### src/rtl/lsu_align_fsm.sv
`default_nettype none
// ============================================================================
// lsu_align_fsm - sequential big-endian load/store unit with read-modify-write
// partial stores. Option macro: LSU_MISALIGN_TRAP_EN. Rev 1.0
// ============================================================================
module lsu_align_fsm #(
  parameter int XLEN    = 32,
  parameter int AW      = 32,
  parameter int TIMEOUT = 0
) (
  input  logic            clk,
  input  logic            rst_n,
  input  logic            req_valid,
  output logic            req_ready,
  input  logic            req_we,
  input  logic [1:0]      req_size,
  input  logic            req_signed,
  input  logic [AW-1:0]   req_addr,
  input  logic [XLEN-1:0] req_wdata,
  output logic            rsp_valid,
  input  logic            rsp_ready,
  output logic [XLEN-1:0] rsp_rdata,
  output logic            rsp_fault,
  output logic            mem_req,
  output logic            mem_we,
  output logic [AW-1:0]   mem_addr,
  output logic [XLEN-1:0] mem_dout,
  input  logic [XLEN-1:0] mem_din,
  input  logic            mem_ack
);
  localparam int          OFFW = $clog2(XLEN / 8);
  localparam logic [7:0]  NB   = 8'(XLEN / 8);
  localparam logic [31:0] TO   = 32'(TIMEOUT);

  typedef enum logic [1:0] {
    S_IDLE = 2'd0,
    S_RD   = 2'd1,
    S_WR   = 2'd2,
    S_RSP  = 2'd3
  } state_t;

  state_t          state_q, state_d;
  logic            req_ready_q, req_ready_d;
  logic            rsp_valid_q, rsp_valid_d;
  logic            rsp_fault_q, rsp_fault_d;
  logic            mem_req_q, mem_req_d;
  logic            mem_we_q, mem_we_d;
  logic [AW-1:0]   addr_q, addr_d;
  logic [OFFW-1:0] off_q, off_d;
  logic [1:0]      size_q, size_d;
  logic            sgn_q, sgn_d;
  logic            we_q, we_d;
  logic [XLEN-1:0] wdata_q, wdata_d;
  logic [XLEN-1:0] rdata_q, rdata_d;
  logic [XLEN-1:0] dout_q, dout_d;
  logic [31:0]     cnt_q, cnt_d;

  logic [7:0]      a_bytes, a_off;
  logic            a_illegal, a_mis, a_full;
  logic [7:0]      l_bits, l_shift;
  logic [XLEN-1:0] l_mask, l_lane, l_ext, l_merge;
  logic            l_msb, expire;

  always_comb begin
    a_bytes   = 8'd1 << req_size;
    a_off     = 8'(req_addr[OFFW-1:0]);
    a_illegal = (XLEN == 32) && (req_size == 2'b11);
    a_full    = (a_bytes == NB);
`ifdef LSU_MISALIGN_TRAP_EN
    a_mis     = (a_off & (a_bytes - 8'd1)) != 8'd0;
`else
    a_mis     = 1'b0;
`endif
  end

  // Lane 0 sits at the MSB end, so the shift counts down from the top byte.
  always_comb begin
    l_bits  = 8'd8 << size_q;
    l_shift = (NB - 8'(off_q) - (8'd1 << size_q)) << 3;
    l_mask  = ~({XLEN{1'b1}} << l_bits);
    l_lane  = (mem_din >> l_shift) & l_mask;
    l_msb   = |(l_lane & (l_mask ^ (l_mask >> 1)));
    l_ext   = (sgn_q && l_msb) ? (l_lane | ~l_mask) : l_lane;
    l_merge = (mem_din & ~(l_mask << l_shift)) | ((wdata_q & l_mask) << l_shift);
    expire  = (TIMEOUT != 0) && ((cnt_q + 32'd1) >= TO);
  end

  always_comb begin
    state_d     = state_q;
    rsp_valid_d = rsp_valid_q;
    rsp_fault_d = rsp_fault_q;
    mem_req_d   = mem_req_q;
    mem_we_d    = mem_we_q;
    addr_d      = addr_q;
    off_d       = off_q;
    size_d      = size_q;
    sgn_d       = sgn_q;
    we_d        = we_q;
    wdata_d     = wdata_q;
    rdata_d     = rdata_q;
    dout_d      = dout_q;
    cnt_d       = cnt_q;
    case (state_q)
      S_IDLE: begin
        if (req_valid) begin
          addr_d      = {req_addr[AW-1:OFFW], {OFFW{1'b0}}};
          off_d       = OFFW'(a_off & ~(a_bytes - 8'd1));
          size_d      = req_size;
          sgn_d       = req_signed;
          we_d        = req_we;
          wdata_d     = req_wdata;
          cnt_d       = '0;
          rdata_d     = '0;
          rsp_fault_d = 1'b0;
          if (a_illegal || a_mis) begin
            state_d     = S_RSP;
            rsp_valid_d = 1'b1;
            rsp_fault_d = 1'b1;
          end else if (req_we && a_full) begin
            state_d   = S_WR;
            mem_req_d = 1'b1;
            mem_we_d  = 1'b1;
            dout_d    = req_wdata;
          end else begin
            state_d   = S_RD;
            mem_req_d = 1'b1;
            mem_we_d  = 1'b0;
          end
        end
      end
      S_RD, S_WR: begin
        if (mem_ack) begin
          cnt_d = '0;
          if (state_q == S_RD && we_q) begin
            // Partial store: merge now, keep mem_req high into the write phase.
            dout_d   = l_merge;
            mem_we_d = 1'b1;
            state_d  = S_WR;
          end else begin
            rdata_d     = (state_q == S_RD) ? l_ext : '0;
            mem_req_d   = 1'b0;
            mem_we_d    = 1'b0;
            rsp_valid_d = 1'b1;
            state_d     = S_RSP;
          end
        end else begin
          if (TIMEOUT != 0) cnt_d = cnt_q + 32'd1;
          if (expire) begin
            mem_req_d   = 1'b0;
            mem_we_d    = 1'b0;
            rsp_valid_d = 1'b1;
            rsp_fault_d = 1'b1;
            rdata_d     = '0;
            state_d     = S_RSP;
          end
        end
      end
      S_RSP: begin
        if (rsp_ready) begin
          rsp_valid_d = 1'b0;
          state_d     = S_IDLE;
        end
      end
      default: state_d = S_IDLE;
    endcase
    req_ready_d = (state_d == S_IDLE);
  end

  always_ff @(posedge clk or negedge rst_n) begin
    if (!rst_n) begin
      state_q     <= S_IDLE;
      req_ready_q <= 1'b1;
      rsp_valid_q <= 1'b0;
      rsp_fault_q <= 1'b0;
      mem_req_q   <= 1'b0;
      mem_we_q    <= 1'b0;
      addr_q      <= '0;
      off_q       <= '0;
      size_q      <= '0;
      sgn_q       <= 1'b0;
      we_q        <= 1'b0;
      wdata_q     <= '0;
      rdata_q     <= '0;
      dout_q      <= '0;
      cnt_q       <= '0;
    end else begin
      state_q     <= state_d;
      req_ready_q <= req_ready_d;
      rsp_valid_q <= rsp_valid_d;
      rsp_fault_q <= rsp_fault_d;
      mem_req_q   <= mem_req_d;
      mem_we_q    <= mem_we_d;
      addr_q      <= addr_d;
      off_q       <= off_d;
      size_q      <= size_d;
      sgn_q       <= sgn_d;
      we_q        <= we_d;
      wdata_q     <= wdata_d;
      rdata_q     <= rdata_d;
      dout_q      <= dout_d;
      cnt_q       <= cnt_d;
    end
  end

  assign req_ready = req_ready_q;
  assign rsp_valid = rsp_valid_q;
  assign rsp_fault = rsp_fault_q;
  assign rsp_rdata = rdata_q;
  assign mem_req   = mem_req_q;
  assign mem_we    = mem_we_q;
  assign mem_addr  = addr_q;
  assign mem_dout  = dout_q;

endmodule
`default_nettype wire

### config.mk
export PLATFORM = sky130hd
export DESIGN_NAME = lsu_align_fsm
export DESIGN_NICKNAME = d
export VERILOG_FILES = /design/src/rtl/lsu_align_fsm.sv
export SDC_FILE = /design/constraint.sdc
export NUM_CORES = 1
export LEC_CHECK = 0
export CAP_MARGIN = 20
export CORE_ASPECT_RATIO = 0.9
export CORE_MARGIN = 3
export CORE_UTILIZATION = 58
export CTS_CLUSTER_DIAMETER = 200
export DETAILED_ROUTE_END_ITERATION = 12
export DONT_BUFFER_PORTS = 1
export PLACE_DENSITY = 0.81
export SYNTH_ARGS = -nofsm -noshare
export SYNTH_HDL_FRONTEND = slang
export SYNTH_SLANG_ARGS = --single-unit
### constraint.sdc
create_clock -name clk -period 3.1 [get_ports clk]
set_clock_uncertainty 0.1 [all_clocks]
set_input_delay 0.31 -clock clk [delete_from_list [all_inputs] [get_ports clk]]
set_output_delay 0.31 -clock clk [all_outputs]
set_load 0.01 [all_outputs]
==> summary.md, run 1 <==
| Metric | Value |
|---|---|
| # diodes | `0` |
| Tot Pwr | `0.0125 W` |
| HP Class | `input pin to asynchronous set/reset pin` |
| Dpl ws | `0.0576 ns` |
| Crit path max-delay family | `adder cells` |
| Compound-Gate Fraction of Synth Area | `20.0%` |
| Most frequent cells after synthesis | `dfrtp_1, mux2_2, nand2_1, mux2i_1, a21oi_1` |
| CP Capture Type | `flop` |
| Mux cell area share after synthesis | `16.7%` |
| Post-CTS Hold Fix Bufs | `92` |
| Synth Area in Adders | `1.56%` |
| CTS Buf Count | `17` |
| Max-cap violations | `0` |
| I/O pins | `206` |
| Psw | `0.00587 W` |
| Peak supply drop | `1.04 mV` |
| Final setup viols | `0` |
| Post-layout min period | `2.91 ns` |
| Sw Ratio | `47.0%` |
| Synth Flop Type | `dfrtp_1` |
| Yosys top cell by area | `dfrtp_1` |
| CP max-delay cell | `fa_1` |
| Setup TNS | `0 ns` |
| Clk pin slew, worst setup/hold paths | `0.06 ns` |
| Top cell type's share of synthesized area | `44.9%` |
| Initial Util | `59.9%` |
| Routed vias/inst | `6.78` |
| Worst-Margin Slew | `0.928 ns` |
| Vias | `6499` |
| P&R area growth vs syn | `20.9%` |
| Die height | `115 um` |
| Simple-gate share of the synthesized area | `11.1%` |
| P_int | `0.00662 W` |
| Drt pass-1 iters | `6` |
| First-pass GRT wire length | `38500 um` |
| CTS sink count | `139` |
| # nets final | `895` |
| Post-Synth XOR/XNOR Area | `0.326%` |
| GRT Util Overall | `34.5%` |
| RSZ-0062 raised after global routing | `false` |
| Slew Viols, Final | `0` |
| Post-synthesis cell count | `702` |
| Final hold vios | `139` |
| I/O Buffers | `0` |
| Failing checks | `hold timing` |
| Seq pwr share | `28.6%` |
| Crit path largest cell delay | `0.49 ns` |
| Largest net degree at the start of global routing | `140` |
| Row cnt | `39` |
| Gpl congestion | `0.927` |
| Fin worst setup slack | `0.189 ns` |
| Worst path most repeated cell | `inv_1` |
| Setup repair bufs after CTS | `0` |
| Hold slack | `-0.518 ns` |
| Chip Width | `127 um` |
| DR WL/cell | `26.3 um` |
| Count leader, synth | `dfrtp_1` |
| Area contributors post-synth | `dfrtp_1, mux2_2, mux2i_1` |
| Fillers | `878` |
| Status | `finished with violations` |
| Sequential share of the synthesized area | `45.3%` |
| Final period util | `93.9%` |
| Yosys reg bits | `139` |
| Fmax | `0.344 GHz` |
| Total die area | `14700 um^2` |
| CP required | `3.30 ns` |
| Pwr per Cell Area | `1340 nW/um^2` |
| Skew-Pair Late Insertion Delay | `0.42 ns` |
| Buf/Inv on CP | `3` |
| Pleak | `4.07 nW` |
| Combinational power share | `55.1%` |
| Ys async rst share | `100%` |
| Layout cells sized above 1 | `21.0%` |
| # DRC | `0` |
| Clock root buffer | `clkbuf_16` |
| Kind of critical path | `flop to flop` |
| Avg Inst Size Synth | `10.9 um^2` |
| CTS tree | `yes` |
| Initial antenna violation count | `0` |
| Crit path cell chain | `inv_1 > ha_1 > inv_1 > fa_1 > nor2b_2 > o21a_2 > and4_1 > buf_4 > mux2i_1 > o21ai_1` |
| Drt total wl | `25200 um` |
| Max FO, Critical Path | `17` |
| Largest family of logic cells by synthesized area | `compound AO/OA/AOI/OAI gates` |
| Vias in the first global route | `6738` |
| Post-route ant nets | `0` |
| Area of the core | `12800 um^2` |
| CTS H-tree depth | `4` |
| Distinct cells, synth | `72` |
| Clock buffer depth | `2` |
| Worst path arrival time | `3.11 ns` |
| Post-Syn Area | `7690 um^2` |
| GRT overflow | `0` |
| Clock power frac | `16.3%` |
| Hpwl dp | `16500 um` |
| Post-synth EDFFs | `0` |
| Synth warn | `0` |
| Startpoint Class | `flop` |
| DR iter-0 viols | `690` |
| Relative slew slack | `38.2%` |
==> state kept, by name, indices dropped and copies added, names as in the netlist <==
register	flops
mem_dout	32
rsp_rdata	32
wdata_q	32
mem_addr	30
off_q	2
size_q	2
state_q	2
mem_req	1
mem_we	1
req_ready	1
rsp_fault	1
rsp_valid	1
sgn_q	1
we_q	1
==> repair_timing <==
action / in CTS / in global routing
endpoints found under the hold margin: 232 / 139
gates resized for setup: 0 / 1
setup endpoints to repair: 0 / 7
==> metrics by stage <==
| step | instance area, um^2 | std cells | utilization [%] |
|---|---|---|---|
| global placement | 7770 | 833 | 60.6 |
| detailed placement | 7770 | 833 | 60.6 |
| finish | 9300 | 958 | 72.4 |
| global route | 9300 | 958 | 72.4 |
| floorplan | 7690 | 703 | - |
| CTS | 9290 | 957 | 72.4 |
==> final cells by class <==
class / count / area, um^2 / area share [%]
clock buffer: 19 / 453 / 4.87
clock inverter: 13 / 140 / 1.51
inverter: 21 / 78.8 / 0.848
multi-input combinational: 489 / 3840 / 41.3
sequential: 139 / 3480 / 37.4
tap: 164 / 205 / 2.21
timing repair buffer: 113 / 1100 / 11.8
==> placed cells by master, fill, tap and decap left out, drive strengths merged, types with 15 or more instances in the layout <==
| cell | netlist | routed |
|---|---|---|
| dfrtp | 138 | 138 |
| nor2 | 23 | 23 |
| dlygate4sd3 | 0 | 92 |
| mux2i | 37 | 37 |
| a22o | 18 | 18 |
| a22oi | 21 | 21 |
| a21oi | 29 | 29 |
| nand2 | 58 | 58 |
| a31oi | 24 | 24 |
| buf | 40 | 21 |
| clkbuf | 14 | 19 |
| mux2 | 79 | 79 |
| nor2b | 15 | 15 |
| inv | 21 | 24 |
| and3 | 18 | 18 |
| o21ai | 34 | 34 |
==> cells by family after synthesis <==
| group | count (synthesis) |
|---|---|
| adder cells (fa/ha/maj) | 9 |
| AND/OR/NAND/NOR | 154 |
| XOR/XNOR | 2 |
| multiplexers | 117 |
| AO/OA/AOI/OAI | 205 |
| flip-flops | 139 |
| buffers and inverters | 75 |
| other | 1 |
==> final timing paths <==
path / cells after the start / start / to / slack, ns
max in group asynchronous: 0 / rst_n / req_ready / 3.17
worst min-delay path: 0 / rst_n / rsp_rdata[29] / -0.52
worst max-delay path: 10 / off_q[0] / mem_dout[3] / 0.19
worst min register to register: 2 / off_q[1] / off_q[1] / 0.40
min in group clk: 2 / req_wdata[24] / mem_dout[24] / 0.02
worst max register to register: 10 / off_q[0] / mem_dout[3] / 0.19
==> power by group through the flow <==
stage / clock [W] / combinational (W) / sequential [W]
2_1_floorplan: 0 / 0.00526 / 0.00322
3_3_place_gp: 0 / 0.00632 / 0.00352
3_5_place_dp: 0 / 0.00654 / 0.00355
4_1_cts: 0.00205 / 0.00671 / 0.00354
5_1_grt: 0.00214 / 0.00739 / 0.00363
6_report: 0.00204 / 0.00688 / 0.00357
==> per-layer routing <==
metal / track usage (%) / vias to the layer above / routed length (um) / share of wire [%]
li1: - / 2791 / - / -
met1: 43.8 / 3166 / 9590 / 38
met2: 52.9 / 457 / 11600 / 46
met3: 14.8 / 85 / 3140 / 12
met4: 13.2 / 0 / 845 / 3.4
met5: 0 / - / 0 / 0
No activity file was read; power rests on OpenSTA's default activity.
==> run 2, diff against run 1 <==
--- a/config.mk
+++ b/config.mk
@@ -5,6 +5,7 @@
 export SDC_FILE = /design/constraint.sdc
 export NUM_CORES = 1
 export LEC_CHECK = 0
+export ABC_AREA = 1
 export CAP_MARGIN = 20
 export CORE_ASPECT_RATIO = 0.9
 export CORE_MARGIN = 3
==> summary.md, run 2 <==
| Metric | Value |
|---|---|
| Status | `finished with violations` |
| Failing checks | `hold timing` |
| GRT Util Overall | `34.6%` |
| Clock root buffer | `clkbuf_16` |
| Chip Width | `125 um` |
| Hold slack | `-0.528 ns` |
| Startpoint Class | `flop` |
| Placed instance area | `7530 um^2` |
| Avg Inst Size Synth | `7.33 um^2` |
| Top cell type's share of synthesized area | `46.5%` |
| Fmax | `0.354 GHz` |
| HP Class | `input pin to asynchronous set/reset pin` |
| Pwr per Cell Area | `1460 nW/um^2` |
| R2R Setup Slk | `0.27 ns` |
| Final hold vios | `139` |
| Clk pin slew, worst setup/hold paths | `0.06 ns` |
| Setup TNS | `0 ns` |
| Vias in the first global route | `7002` |
| Synth Area in Adders | `1.62%` |
| Post-synth EDFFs | `0` |
| Sequential share of the synthesized area | `46.9%` |
| Area of the core | `12300 um^2` |
| Skew-Pair Late Insertion Delay | `0.43 ns` |
| Post-layout min period | `2.83 ns` |
| Hpwl dp | `16000 um` |
| Post-Synth XOR/XNOR Area | `0.219%` |
| I/O Buffers | `0` |
| DR WL/cell | `19.6 um` |
| Reg2reg end | `mem_dout[7]` |
| Kind of critical path | `flop to flop` |
| # nets final | `1182` |
| Post-CTS Hold Fix Bufs | `71` |
| Post-synthesis cell count | `1012` |
| Fin cells | `1241` |
| Yosys reg bits | `139` |
| Synth Flop Type | `dfrtp_1` |
| Ys async rst share | `100%` |
| DR iter-0 viols | `1092` |
| Pleak | `4.45 nW` |
| CTS Buf Count | `17` |
| Area contributors post-synth | `dfrtp_1, nand2_1, a21oi_1` |
| CTS sink count | `139` |
| Largest family of logic cells by synthesized area | `simple AND/OR/NAND/NOR gates` |
| Routed vias/inst | `5.95` |
| Max FO, Critical Path | `25` |
| Compound-Gate Fraction of Synth Area | `16.7%` |
| CP required | `3.32 ns` |
| Gpl congestion | `0.968` |
| P&R area growth vs syn | `19.2%` |
| Most frequent cells after synthesis | `nand2_1, dfrtp_1, a21oi_1, o21ai_0, inv_1` |
| Initial Util | `60.5%` |
| CTS tree | `yes` |
| Die height | `113 um` |
| Count leader, synth | `nand2_1` |
| Post-Place Cells | `1135` |
| GRT overflow | `0` |
| Mux cell area share after synthesis | `0%` |
| Vias | `7379` |
| RSZ-0062 raised after global routing | `false` |
| FF-to-FF path depth | `11` |
| Post-route cell area | `8850 um^2` |
| Synth warn | `0` |
| Post-route ant nets | `0` |
| I/O pins | `206` |
| Clock buffer depth | `2` |
| Initial antenna violation count | `0` |
| # diodes | `0` |
| Yosys top cell by area | `dfrtp_1` |
| Worst-Margin Slew | `0.757 ns` |
| Slew Viols, Final | `0` |
| Max-cap violations | `0` |
| Peak supply drop | `1.02 mV` |
| Commonest non-fill, non-tap cell in the layout | `nand2_1` |
| Final period util | `91.2%` |
| First-pass GRT wire length | `38600 um` |
| Worst path arrival time | `3.05 ns` |
| Distinct cells, synth | `36` |
| Simple-gate share of the synthesized area | `27.6%` |
| Largest net degree at the start of global routing | `140` |
| Relative slew slack | `49.4%` |
| Drt pass-1 iters | `6` |
| Beginning of the worst register-to-register path | `state_q[0]` |
| Final setup viols | `0` |
| Drt total wl | `24400 um` |
| Row cnt | `38` |
| Most frequent cells in the layout | `nand2_1, dfrtp_1, a21oi_1` |
| Total die area | `14200 um^2` |
| CP Capture Type | `flop` |
| CTS H-tree depth | `4` |
| Layout cells sized above 1 | `7.03%` |
| # DRC | `0` |
| Tot Pwr | `0.0129 W` |
| Post-Syn Area | `7420 um^2` |
## run 2: changes by cell type in the layout (fill, tap and decap cells not counted), sizes merged, moves of 14 or more
cell         change
dlygate4sd3     -21
and3            -18
nand2          +393
a21oi           +52
mux2i           -37
nand3           +24
inv             +52
mux2            -79
nor2b           -15
a22oi           -14
o21ai           +51
a22o            -17
## run 2: cell type report
type	instances	area (um^2)
clock inverter	15	134
multi-input combinational	748	3460
sequential	139	3480
fill	968	3420
timing repair buffer	92	885
inverter	70	265
tap	160	200
clock buffer	17	425
## run 2: power breakdown
part	switching, W	leakage, nW	internal (W)	total (W)
Sequential	0.000896	1.76	0.00265	0.00354
Combinational	0.00509	2.43	0.00234	0.00743
Clock	0.000868	0.266	0.00105	0.00191
## run 2: how the worst max path moves through the flow
| stage | cells after the start | slack, ns | start | to |
|---|---|---|---|---|
| after floorplan | 16 | 0.27 | size_q[0] | rsp_rdata[21] |
| after global placement | 17 | 0.26 | off_q[0] | rsp_rdata[19] |
| after detailed placement | 15 | 0.23 | off_q[0] | mem_dout[3] |
| after CTS | 17 | 0.19 | off_q[0] | rsp_rdata[19] |
| after global routing | 11 | 0.009 | state_q[0] | mem_dout[1] |
| final | 11 | 0.27 | state_q[0] | mem_dout[7] |
## run 2: kinds of logic (layout without fill, tap and decap cells)
group / Yosys count / count (layout)
xor+xnor: 1 / 1
compound gates: 222 / 222
fa+ha+maj: 9 / 9
simple gates: 514 / 514
other cells: 1 / 2
buf+inv: 126 / 194
flops: 139 / 139
## run 2: per-layer routing
layer / up-vias / part of all wire [%] / global-route usage (%)
li1: 3370 / - / -
met1: 3491 / 41 / 47.3
met2: 473 / 45 / 52.7
met3: 45 / 12 / 12.6
met4: 0 / 1.8 / 9.32
met5: - / 0 / 0
## run 2: repair_timing
item / 4_1_cts / 5_1_grt
endpoints found under the hold margin: 218 / 139
gates resized for setup: 0 / 6
setup endpoints to repair: 0 / 40
setup buffers: 0 / 3
## run 2: worst max-delay path, cell delays in order, from the launching register on
cell	delay (ns)
dfrtp_1	0.39
inv_1	0.10
ha_1	0.32
inv_1	0.14
nor2_1	0.07
inv_1	0.05
nand2_1	0.05
nor2_1	0.24
nand2_1	0.17
inv_1	0.59
o21ai_0	0.24
o22a_1	0.23
## run 2: metrics by stage
step	setup slack, ns	utilization (%)	hold WS [ns]
2_1_floorplan	0.267	-	-0.0856
3_3_place_gp	0.264	61.4	-0.0813
3_5_place_dp	0.229	61.4	-0.0816
4_1_cts	0.190	71.7	-0.542
5_1_grt	0.00915	72.1	-0.550
6_report	0.274	72.1	-0.528
==> run 3, diff against run 2 <==
--- a/config.mk
+++ b/config.mk
@@ -14,6 +14,7 @@
 export DETAILED_ROUTE_END_ITERATION = 12
 export DONT_BUFFER_PORTS = 1
 export PLACE_DENSITY = 0.81
+export REMOVE_ABC_BUFFERS = 1
 export SYNTH_ARGS = -nofsm -noshare
 export SYNTH_HDL_FRONTEND = slang
 export SYNTH_SLANG_ARGS = --single-unit
==> summary.md, run 3 (synthesis results as in run 2) <==
| Metric | Value |
|---|---|
| Status | `finished with violations` |
| Failing checks | `hold timing` |
| Row cnt | `38` |
| Final hold vios | `139` |
| HP Class | `input pin to asynchronous set/reset pin` |
| Vias | `7173` |
| Kind of critical path | `flop to flop` |
| Clock root buffer | `clkbuf_16` |
| Post-route cell area | `8930 um^2` |
| Worst path most repeated cell | `nand2_1` |
| Beginning of the worst register-to-register path | `off_q[0]` |
| CP Capture Type | `flop` |
| Crit path largest cell delay | `0.47 ns` |
| Met1 Usage GRT | `42.3%` |
| DR WL/cell | `18.5 um` |
| Fin cells | `1242` |
| Commonest non-fill, non-tap cell in the layout | `nand2_1` |
| Clock buffer depth | `2` |
| DR iter-0 viols | `961` |
| CTS sink count | `139` |
| Reg2reg end | `mem_dout[13]` |
| Peak supply drop | `1.00 mV` |
| Crit path cell chain | `inv_1 > ha_1 > inv_1 > fa_1 > inv_1 > nand3_1 > nand2_2 > nand2_4 > nor2_2 > buf_4 > nand2_1 > o22ai_1 > nand2_1 > nand2_1 > o211ai_1 > nand2_1` |
| CTS tree | `yes` |
| Placed instance area | `7550 um^2` |
| Area of the core | `12300 um^2` |
| Post-layout min period | `2.89 ns` |
| CP required | `3.36 ns` |
| Pleak | `4.51 nW` |
| Fmax | `0.346 GHz` |
| Most frequent cells in the layout | `nand2_1, dfrtp_1, a21oi_1` |
| Total die area | `14200 um^2` |
| Worst-Margin Slew | `0.763 ns` |
| Chip Width | `125 um` |
| Fin worst setup slack | `0.207 ns` |
| Post-Place Cells | `1137` |
| Slew Viols, Final | `0` |
| Largest net degree at the start of global routing | `140` |
| Final setup viols | `0` |
| # nets final | `1184` |
| GRT Util Overall | `32.6%` |
| Tot Pwr | `0.0132 W` |
| Pwr per Cell Area | `1480 nW/um^2` |
| # DRC | `0` |
| # diodes | `0` |
| Drt pass-1 iters | `6` |
| Initial Util | `60.5%` |
| Met2 GRT Util | `49.3%` |
| Final period util | `93.3%` |
| Drt total wl | `22900 um` |
| Layout cells sized above 1 | `7.02%` |
| Gpl congestion | `0.978` |
| CTS H-tree depth | `4` |
| Worst path arrival time | `3.15 ns` |
| Clk pin slew, worst setup/hold paths | `0.06 ns` |
| Initial antenna violation count | `0` |
| Skew-Pair Late Insertion Delay | `0.42 ns` |
| Met3 Usage GRT | `12.4%` |
| Max FO, Critical Path | `8` |
| Fin util | `72.8%` |
| P&R area growth vs syn | `20.4%` |
| FF-to-FF path depth | `16` |
| Post-route ant nets | `0` |
| Startpoint Class | `flop` |
| Global routing's busiest layer | `met2` |
| First-pass GRT wire length | `36800 um` |
| Die height | `113 um` |
| I/O pins | `206` |
| Hpwl dp | `15100 um` |
| Hold slack | `-0.514 ns` |
| RSZ-0062 raised after global routing | `false` |
| Relative slew slack | `49.1%` |
| I/O Buffers | `0` |
| Post-CTS Hold Fix Bufs | `71` |
| Routed vias/inst | `5.78` |
| R2R Setup Slk | `0.21 ns` |
| CP max-delay cell | `fa_1` |
| Max-cap violations | `0` |
| CTS Buf Count | `17` |
| Dpl ws | `0.246 ns` |
| Fillers | `922` |
| Vias in the first global route | `6998` |
| Setup crit start | `off_q[0]` |
| GRT overflow | `0` |
==> run 3: worst max path at each step <==
stage | end | slack [ns] | cells past startpoint
6_report | mem_dout[13] | 0.21 | 16
5_1_grt | rsp_rdata[24] | 0.0006 | 17
4_1_cts | rsp_rdata[19] | 0.20 | 17
3_5_place_dp | rsp_rdata[30] | 0.25 | 17
3_3_place_gp | mem_dout[27] | 0.32 | 17
2_1_floorplan | mem_dout[0] | -0.68 | 10
==> run 3: routing by layer <==
metal | vias to the layer above | part of all wire (%)
li1 | 3387 | -
met4 | 0 | 3.2
met2 | 440 | 45
met5 | - | 0
met1 | 3277 | 39
met3 | 69 | 12
==> run 3: final cells by class <==
type                            instances  area, um^2  share of cell area, %
Sequential cell                       139        3480                   39.0
Multi-Input combinational cell        748        3440                   38.5
Timing Repair Buffer                   94         908                   10.2
Clock buffer                           19         453                   5.07
Inverter                               70         265                   2.97
Tap cell                              160         200                   2.24
Clock inverter                         12         188                   2.10
==> run 3: critical path, delay by kind of cell, from the launching register on <==
family / cells / cell delay [ns]
flops: 1 / 0.32
fa+ha+maj: 2 / 0.77
buf+inv: 4 / 0.39
simple gates: 8 / 0.88
compound gates: 2 / 0.37
==> run 3: stage by stage <==
| step | setup TNS [ns] | hold slack [ns] |
|---|---|---|
| finish | 0 | -0.514 |
| global route | 0 | -0.538 |
| CTS | 0 | -0.534 |
| detailed placement | 0 | -0.0823 |
| global placement | 0 | -0.0793 |
| floorplan | -44.53 | -0.0856 |
==> run 3: timing repair <==
item                                    CTS  global route
hold endpoints to repair                218           139
resized for setup                         0             1
buffers inserted                          0             3
endpoints found under the setup margin    0            30
==> run 3: power breakdown <==
group          switching [W]  leakage, nW  internal, W
clock network       0.000795        0.306      0.00139
logic                0.00507         2.44      0.00239
registers           0.000885         1.76      0.00265
